File: src/rtl/lsu_pkg.sv
// Shared types and helpers for the load/store memory initiator.
package lsu_pkg;

  typedef enum logic [1:0] {
    IDLE = 2'd0,
    ADDR = 2'd1,
    DATA = 2'd2,
    RESP = 2'd3
  } lsu_state_e;

  localparam logic [1:0] SZ_B = 2'd0;
  localparam logic [1:0] SZ_H = 2'd1;
  localparam logic [1:0] SZ_W = 2'd2;

  // Size 3 has no legal encoding, so it is reported through the same path.
  function automatic logic req_misaligned(input logic [1:0] size, input logic [1:0] off);
    logic bad;
    case (size)
      SZ_B:    bad = 1'b0;
      SZ_H:    bad = off[0];
      SZ_W:    bad = |off;
      default: bad = 1'b1;
    endcase
    return bad;
  endfunction

  function automatic logic [3:0] base_wmask(input logic [1:0] size);
    logic [3:0] m;
    case (size)
      SZ_B:    m = 4'b0001;
      SZ_H:    m = 4'b0011;
      SZ_W:    m = 4'b1111;
      default: m = 4'b0000;
    endcase
    return m;
  endfunction

endpackage

File: src/rtl/lsu_mem_initiator_if.sv
// Single-port memory protocol: address phase (avalid/aready) and read-data phase (dvalid/dready).
interface lsu_mem_initiator_if;
  logic        avalid;
  logic        aready;
  logic [31:0] raddr;
  logic        wen;
  logic [31:0] waddr;
  logic [31:0] wdata;
  logic [3:0]  wmask;
  logic [31:0] rdata;
  logic        dvalid;
  logic        dready;

  modport master (
    output avalid, raddr, wen, waddr, wdata, wmask, dready,
    input  aready, rdata, dvalid
  );

  modport slave (
    input  avalid, raddr, wen, waddr, wdata, wmask, dready,
    output aready, rdata, dvalid
  );
endinterface

File: src/rtl/lsu_align.sv
// Byte-lane steering: store mask/data shift and load extract/extend. Purely combinational.
module lsu_align
  import lsu_pkg::*;
(
  input  logic [1:0]  st_size,
  input  logic [1:0]  st_off,
  input  logic [31:0] st_wdata,
  output logic [3:0]  st_wmask,
  output logic [31:0] st_wdata_lane,
  input  logic [1:0]  ld_size,
  input  logic [1:0]  ld_off,
  input  logic        ld_unsigned,
  input  logic [31:0] ld_word,
  output logic [31:0] ld_data
);

  logic [31:0] ld_shifted;

  assign st_wmask      = base_wmask(st_size) << st_off;
  assign st_wdata_lane = st_wdata << {st_off, 3'b000};
  assign ld_shifted    = ld_word >> {ld_off, 3'b000};

  always_comb begin
    ld_data = ld_shifted;
    case (ld_size)
      SZ_B:    ld_data = {{24{~ld_unsigned & ld_shifted[7]}}, ld_shifted[7:0]};
      SZ_H:    ld_data = {{16{~ld_unsigned & ld_shifted[15]}}, ld_shifted[15:0]};
      default: ld_data = ld_shifted;
    endcase
  end

endmodule

File: src/rtl/lsu_mem_initiator.sv
// Load/store initiator: accepts one pipeline request, runs the memory access, returns one response.
//   state | meaning
//   IDLE  | req_ready high, waiting for a request
//   ADDR  | avalid high, address-phase outputs held until aready or timeout
//   DATA  | dready high, waiting for read data or timeout
//   RESP  | resp_valid high, response held until resp_ready
module lsu_mem_initiator
  import lsu_pkg::*;
#(
  parameter int unsigned TIMEOUT = 255,
  parameter int unsigned CNT_W   = 8
) (
  input  logic        clock,
  input  logic        reset,
  input  logic        req_valid,
  output logic        req_ready,
  input  logic        req_wen,
  input  logic [31:0] req_addr,
  input  logic [31:0] req_wdata,
  input  logic [1:0]  req_size,
  input  logic        req_unsigned,
  output logic        resp_valid,
  input  logic        resp_ready,
  output logic [31:0] resp_rdata,
  output logic        resp_err,
  lsu_mem_initiator_if.master mem
);

  // Counter value on the last permitted cycle in ADDR/DATA.
  localparam logic [CNT_W-1:0] TO_LAST = CNT_W'((TIMEOUT == 0) ? 0 : TIMEOUT - 1);

  lsu_state_e state_q, state_d;
  logic [CNT_W-1:0] cnt_q;
  logic [1:0]  l_size_q, l_off_q;
  logic        l_uns_q;
  logic [31:0] addr_q, wdata_q;
  logic [3:0]  wmask_q;
  logic        wen_q;
  logic [31:0] resp_rdata_q;
  logic        resp_err_q;

  logic        accept, req_bad, afire, dfire, to_hit;
  logic [3:0]  st_wmask;
  logic [31:0] st_wdata, ld_data;

  lsu_align u_align (
    .st_size       (req_size),
    .st_off        (req_addr[1:0]),
    .st_wdata      (req_wdata),
    .st_wmask      (st_wmask),
    .st_wdata_lane (st_wdata),
    .ld_size       (l_size_q),
    .ld_off        (l_off_q),
    .ld_unsigned   (l_uns_q),
    .ld_word       (mem.rdata),
    .ld_data       (ld_data)
  );

  assign accept  = (state_q == IDLE) && req_valid;
  assign req_bad = req_misaligned(req_size, req_addr[1:0]);
  assign afire   = (state_q == ADDR) && mem.aready;
  assign dfire   = (state_q == DATA) && mem.dvalid;
  assign to_hit  = (TIMEOUT != 0) && (cnt_q == TO_LAST);

  always_comb begin
    state_d = state_q;
    case (state_q)
      IDLE: if (req_valid) state_d = req_bad ? RESP : ADDR;
      ADDR: begin
        if (afire)       state_d = wen_q ? RESP : DATA;
        else if (to_hit) state_d = RESP;
      end
      DATA: if (dfire || to_hit) state_d = RESP;
      RESP: if (resp_ready) state_d = IDLE;
      default: state_d = IDLE;
    endcase
  end

  always_ff @(posedge clock or posedge reset) begin
    if (reset) begin
      state_q      <= IDLE;
      cnt_q        <= '0;
      l_size_q     <= '0;
      l_off_q      <= '0;
      l_uns_q      <= 1'b0;
      addr_q       <= '0;
      wdata_q      <= '0;
      wmask_q      <= '0;
      wen_q        <= 1'b0;
      resp_rdata_q <= '0;
      resp_err_q   <= 1'b0;
    end else begin
      state_q <= state_d;

      if ((state_d != state_q) && ((state_d == ADDR) || (state_d == DATA)))
        cnt_q <= '0;
      else if ((state_q == ADDR) || (state_q == DATA))
        cnt_q <= cnt_q + CNT_W'(1);

      if (accept) begin
        l_size_q <= req_size;
        l_off_q  <= req_addr[1:0];
        l_uns_q  <= req_unsigned;
      end

      // Address-phase outputs live only while in ADDR so they read 0 elsewhere.
      if (accept && !req_bad) begin
        addr_q  <= {req_addr[31:2], 2'b00};
        wen_q   <= req_wen;
        wmask_q <= req_wen ? st_wmask : 4'b0000;
        wdata_q <= req_wen ? st_wdata : 32'h0;
      end else if ((state_q == ADDR) && (state_d != ADDR)) begin
        addr_q  <= '0;
        wen_q   <= 1'b0;
        wmask_q <= '0;
        wdata_q <= '0;
      end

      // Only a store address handshake or a read-data handshake count as success.
      if ((state_q != RESP) && (state_d == RESP)) begin
        resp_err_q   <= !(afire && wen_q) && !dfire;
        resp_rdata_q <= dfire ? ld_data : 32'h0;
      end else if ((state_q == RESP) && resp_ready) begin
        resp_err_q   <= 1'b0;
        resp_rdata_q <= '0;
      end
    end
  end

  assign req_ready  = (state_q == IDLE);
  assign resp_valid = (state_q == RESP);
  assign resp_rdata = resp_rdata_q;
  assign resp_err   = resp_err_q;

  assign mem.avalid = (state_q == ADDR);
  assign mem.dready = (state_q == DATA);
  assign mem.raddr  = addr_q;
  assign mem.waddr  = addr_q;
  assign mem.wen    = wen_q;
  assign mem.wmask  = wmask_q;
  assign mem.wdata  = wdata_q;

endmodule

File: src/flat_wrapper.sv
// flat-port wrapper written by rule: the top's interface ports become plain ports
module lsu_mem_initiator_flat import lsu_pkg::*;
#(
  parameter int unsigned TIMEOUT = 255,
  parameter int unsigned CNT_W   = 8
)
  (clock, reset, req_valid, req_ready, req_wen, req_addr, req_wdata, req_size, req_unsigned, resp_valid, resp_ready, resp_rdata, resp_err, mem_avalid, mem_raddr, mem_wen, mem_waddr, mem_wdata, mem_wmask, mem_dready, mem_aready, mem_rdata, mem_dvalid);
  lsu_mem_initiator_if mem_i ();
  input  logic clock;
  input  logic reset;
  input  logic req_valid;
  output logic req_ready;
  input  logic req_wen;
  input  logic [31:0] req_addr;
  input  logic [31:0] req_wdata;
  input  logic [1:0] req_size;
  input  logic req_unsigned;
  output logic resp_valid;
  input  logic resp_ready;
  output logic [31:0] resp_rdata;
  output logic resp_err;
  output wire logic [$bits(mem_i.avalid)-1:0] mem_avalid;
  output wire logic [$bits(mem_i.raddr)-1:0] mem_raddr;
  output wire logic [$bits(mem_i.wen)-1:0] mem_wen;
  output wire logic [$bits(mem_i.waddr)-1:0] mem_waddr;
  output wire logic [$bits(mem_i.wdata)-1:0] mem_wdata;
  output wire logic [$bits(mem_i.wmask)-1:0] mem_wmask;
  output wire logic [$bits(mem_i.dready)-1:0] mem_dready;
  input wire logic [$bits(mem_i.aready)-1:0] mem_aready;
  input wire logic [$bits(mem_i.rdata)-1:0] mem_rdata;
  input wire logic [$bits(mem_i.dvalid)-1:0] mem_dvalid;
  assign mem_avalid = mem_i.avalid;
  assign mem_raddr = mem_i.raddr;
  assign mem_wen = mem_i.wen;
  assign mem_waddr = mem_i.waddr;
  assign mem_wdata = mem_i.wdata;
  assign mem_wmask = mem_i.wmask;
  assign mem_dready = mem_i.dready;
  assign mem_i.aready = mem_aready;
  assign mem_i.rdata = mem_rdata;
  assign mem_i.dvalid = mem_dvalid;
  lsu_mem_initiator #(.TIMEOUT(TIMEOUT), .CNT_W(CNT_W)) u_core (.clock(clock), .reset(reset), .req_valid(req_valid), .req_ready(req_ready), .req_wen(req_wen), .req_addr(req_addr), .req_wdata(req_wdata), .req_size(req_size), .req_unsigned(req_unsigned), .resp_valid(resp_valid), .resp_ready(resp_ready), .resp_rdata(resp_rdata), .resp_err(resp_err), .mem(mem_i));
endmodule
File: config.mk
export PLATFORM = sky130hd
export DESIGN_NAME = lsu_mem_initiator_flat
export DESIGN_NICKNAME = d
export VERILOG_FILES = /design/src/rtl/lsu_pkg.sv /design/src/rtl/lsu_mem_initiator_if.sv /design/src/rtl/lsu_align.sv /design/src/rtl/lsu_mem_initiator.sv /design/src/flat_wrapper.sv
export SDC_FILE = /design/constraint.sdc
export NUM_CORES = 1
export LEC_CHECK = 0
export ABC_AREA = 1
export BUFFER_PORTS_ARGS = -buffer_cell sky130_fd_sc_hd__buf_2
export CAP_MARGIN = 20
export CORE_UTILIZATION = 25
export DETAILED_ROUTE_END_ITERATION = 8
export PLACE_DENSITY = 0.57
export SETUP_SLACK_MARGIN = 0.15
export SLEW_MARGIN = 40
export SYNTH_ARGS = -nofsm -noshare
export SYNTH_HDL_FRONTEND = slang
export SYNTH_SLANG_ARGS = --single-unit
File: constraint.sdc
create_clock -name clock -period 3.75 [get_ports clock]
set_clock_uncertainty 0.15 [all_clocks]
set_input_delay 0.1875 -clock clock [delete_from_list [all_inputs] [get_ports clock]]
set_output_delay 0.1875 -clock clock [all_outputs]
set_load 0.005 [all_outputs]
==> results.toml <==
[worst_setup_path]
timing.critical_path.to_type = "flip-flop"
timing.critical_path.arrival_ns = 3.46
cp.buffers_inverters = 4
path_cells = "inv_1, ha_1, nand2_1, nor2_1, nand2_2, nor2_8, buf_4, nand4_1, dlygate4sd3_1, nand3_1, dlygate4sd3_1"
critical_path.slowest_cell = "sky130_fd_sc_hd__dlygate4sd3_1"
cp_top_family = "buffers and inverters"
critPathKind = "flip-flop to flip-flop"
timing.critical_path.from_type = "flip-flop"
crit_path_max_fanout = 34
worstPathRequired_ns = 3.95
cpMostUsedCell = "sky130_fd_sc_hd__dlygate4sd3_1"
critical-path-max-stage-delay_ns = 0.58

[global_routing]
global_route.usage.met1_pct = 20.1
grt_remaining_overflow = 0
antenna_violations_before_repair = 0
grtUsageMet2_pct = 26.5
grt_most_used_layer = "met2"
grt_pass1_wl_mm = 30.3
gr-usage-all-layers_pct = 16.0
grt_start_max_net_pins = 97
grt_pass1_vias = 5562
gr-usage-met3_pct = 5.15

[routing]
detail_route.drc_violations = 0
dr.first_iter.drc_count = 255
vias = 5650
avg_wl_per_cell_um = 15.1
via_count_normalized_by_instance_count = 4.41
ant_nets = 0
post_detailed_routing_wire_length_mm = 19.4
drt_pass1_iterations = 4

[sta]
layout_worst_path_cycle_share_pct = 86.9
maxSlewViolCount = 0
final.min_clock_period_ns = 3.26
setup_repair_after_global_routing_missed_its_margin = "false"
maxSlewHeadroom_pct = 51.8
fin_setup_tns_ns = 0
whs_ns = 0.0127
f_max_ghz = 0.307
setup_viol = 0
worstMarginPinSlew_ns = 0.721
finalHoldViolCount = 0

[synthesis]
avgSynthCellArea_um2 = 8.79
ys_seq_elements = 115
synthDominantAreaCellType = "sky130_fd_sc_hd__dfrtp_1"
synth_top_flop_cell = "sky130_fd_sc_hd__dfrtp_1"
synth_edf_count = 0
yosys-top-cells-count = "sky130_fd_sc_hd__nand2_1, sky130_fd_sc_hd__dfrtp_1, sky130_fd_sc_hd__o21ai_0"
synthDistinctLibCells = 40
syn-cell-area_um2 = 5960
synth.area.top_cells = "sky130_fd_sc_hd__dfrtp_1, sky130_fd_sc_hd__nand2_1, sky130_fd_sc_hd__o21ai_0"
synthDominantCellAreaShare_pct = 48.3
ys_seq_area_share_pct = 48.3
asyncSetResetFlopFracSynth_pct = 100
yosysWarnings = 0
synthMostInstantiatedCell = "sky130_fd_sc_hd__nand2_1"
postSynthCellCount = 678

[finish]
layout_overhead_on_the_synthesized_area_pct = 44.0
layout.cell_area.non_filler_um2 = 8580
layout.core_utilization_pct = 36.7
layout-drive-gt1-share_pct = 31.2
antenna-diode-count = 0
final_nets = 1067

[die]
fp-row-count = 56
dieWidth_um = 156
core-area_um2 = 23400
die_area_um2 = 24500
initial_utilization_pct = 25.5
design.portCount = 244
fp.dieH_um = 156

[run]
max_cap_viol_count = 0

[clocking]
tritoncts = "done"
htree_levels = 4
clock_sink_count = 115
clock_path_buffers = 2
tritoncts.num_buffers = 17
clockRootBuffer = "sky130_fd_sc_hd__clkbuf_16"
worst_skew_pair.late_latency_ns = 0.41
clk_pin_slew_worst_paths_ns = 0.06

[power]
power.static_leakage_nw = 4.45
vdd_ir_drop_max_mv = 0.373
p_total_mw = 6.25
pwr_density_cell_nw_per_um2 = 729

[placement]
dpl-instance-area_um2 = 7230
routability_driven_placement_congestion_ratio = 0.828
port-buffer-count = 239
place_hpwl_mm = 13.5

[status]
outcome = "finished clean"

[worst_hold_path]
hp-class = "input pin to flip-flop"
## path summary, 6_finish.rpt
| path | startpoint | to | slack (ns) | cells past startpoint |
|---|---|---|---|---|
| min | req_wdata[19] | u_core.mem.wdata[27]$_DFFE_PP0P_ | 0.01 | 3 |
| min in group asynchronous | reset | u_core.mem.raddr[20]$_DFFE_PP0P_ | 0.13 | 3 |
| max in group asynchronous | reset | u_core.mem.wdata[11]$_DFFE_PP0P_ | 2.48 | 4 |
| max | u_core.state_q[0]$_DFF_PP0_ | u_core.mem.wdata[18]$_DFFE_PP0P_ | 0.49 | 11 |
| min reg2reg | u_core.mem.wmask[0]$_DFFE_PP0P_ | u_core.mem.wmask[0]$_DFFE_PP0P_ | 0.32 | 2 |
| max reg2reg | u_core.state_q[0]$_DFF_PP0_ | u_core.mem.wdata[18]$_DFFE_PP0P_ | 0.49 | 11 |
## placed cells by master (no fill, tap or decap), types with 2 or more instances in the layout
cell	instances
sky130_fd_sc_hd__dfrtp_1	115
sky130_fd_sc_hd__o221ai_1	8
sky130_fd_sc_hd__a22o_1	30
sky130_fd_sc_hd__dlygate4sd3_1	70
sky130_fd_sc_hd__ha_1	12
sky130_fd_sc_hd__clkbuf_16	17
sky130_fd_sc_hd__o31ai_1	9
sky130_fd_sc_hd__o21ai_1	4
sky130_fd_sc_hd__conb_1	4
sky130_fd_sc_hd__clkinv_4	3
sky130_fd_sc_hd__nand3_1	19
sky130_fd_sc_hd__o211ai_1	7
sky130_fd_sc_hd__clkinvlp_4	3
sky130_fd_sc_hd__nand2_2	4
sky130_fd_sc_hd__nor2_1	30
sky130_fd_sc_hd__nor3_1	2
sky130_fd_sc_hd__nor2_4	2
sky130_fd_sc_hd__o22ai_1	9
sky130_fd_sc_hd__a21oi_1	21
sky130_fd_sc_hd__nand3_4	3
sky130_fd_sc_hd__nand4_1	2
sky130_fd_sc_hd__bufinv_16	4
sky130_fd_sc_hd__xor2_1	5
sky130_fd_sc_hd__clkinv_2	3
sky130_fd_sc_hd__a221oi_1	7
sky130_fd_sc_hd__o21ai_0	89
sky130_fd_sc_hd__buf_4	6
sky130_fd_sc_hd__buf_2	239
sky130_fd_sc_hd__mux2i_1	7
sky130_fd_sc_hd__inv_1	66
sky130_fd_sc_hd__xnor2_1	2
sky130_fd_sc_hd__o22ai_2	2
sky130_fd_sc_hd__nor2_2	2
sky130_fd_sc_hd__nand2_1	139
sky130_fd_sc_hd__inv_2	2
## stage by stage
step | std cells | worst slack [ns]
2_1_floorplan | 681 | 0.368
5_1_grt | 1281 | 0.234
6_report | 1281 | 0.490
3_5_place_dp | 1178 | 0.758
4_1_cts | 1280 | 0.354
3_3_place_gp | 1178 | 0.470
## per-layer routing
layer / wire length [um] / up-vias / share of wire, %
met4: 219 / 0 / 1.1
li1: - / 2796 / -
met2: 9280 / 202 / 48
met3: 1460 / 11 / 7.5
met1: 8440 / 2641 / 44
met5: 0 / - / 0
## report_power, final
group / total, mW / switching [mW] / leakage [nW] / internal (mW)
logic: 2.59 / 1.55 / 2.60 / 1.04
clock network: 1.71 / 0.586 / 0.299 / 1.13
registers: 1.95 / 0.285 / 1.55 / 1.66
total: 6.25 / 2.43 / 4.45 / 3.83
## tightest hold or removal path: cells and delay by family
family | cells | cell delay, ns
compound gates | 2 | 0.27
buf+inv | 1 | 0.09
## cells by family (layout without fill, tap and decap cells)
family	after synthesis	in the layout	share of synthesized area, %
other	1	4	0.0629
adder cells (fa/ha/maj)	12	12	2.52
buffers and inverters	139	420	11.5
flip-flops	115	115	48.3
AO/OA/AOI/OAI	191	191	20.4
multiplexers	7	7	1.18
AND/OR/NAND/NOR	206	206	15.0
XOR/XNOR	7	7	1.03
## sequential cells by signal, summed over array words and instances, names as in the netlist
register	cells
u_core.mem.wmask	4
u_core.mem.wdata	32
u_core.mem.raddr	30
u_core.l_off_q	2
u_core.state_q	2
u_core.resp_err	1
u_core.resp_rdata	32
u_core.l_size_q	2
u_core.mem.wen	1
u_core.l_uns_q	1
u_core.cnt_q	8
## cell type report
| cell class | instances | area [um^2] |
|---|---|---|
| fill | 2443 | 14800 |
| timing repair buffer | 318 | 1990 |
| tap | 319 | 399 |
| clock buffer | 19 | 443 |
| clock inverter | 13 | 184 |
| sequential | 115 | 2880 |
| multi-input combinational | 427 | 2420 |
| inverter | 70 | 265 |
## timing repair
item | CTS | global route
buffers inserted | 0 | 0
endpoints found under the setup margin | 0 | 1
hold buffers | 70 | 0
gates resized for setup | 0 | 1
hold endpoints to repair | 79 | 0
(Power assumes the default switching activity.)
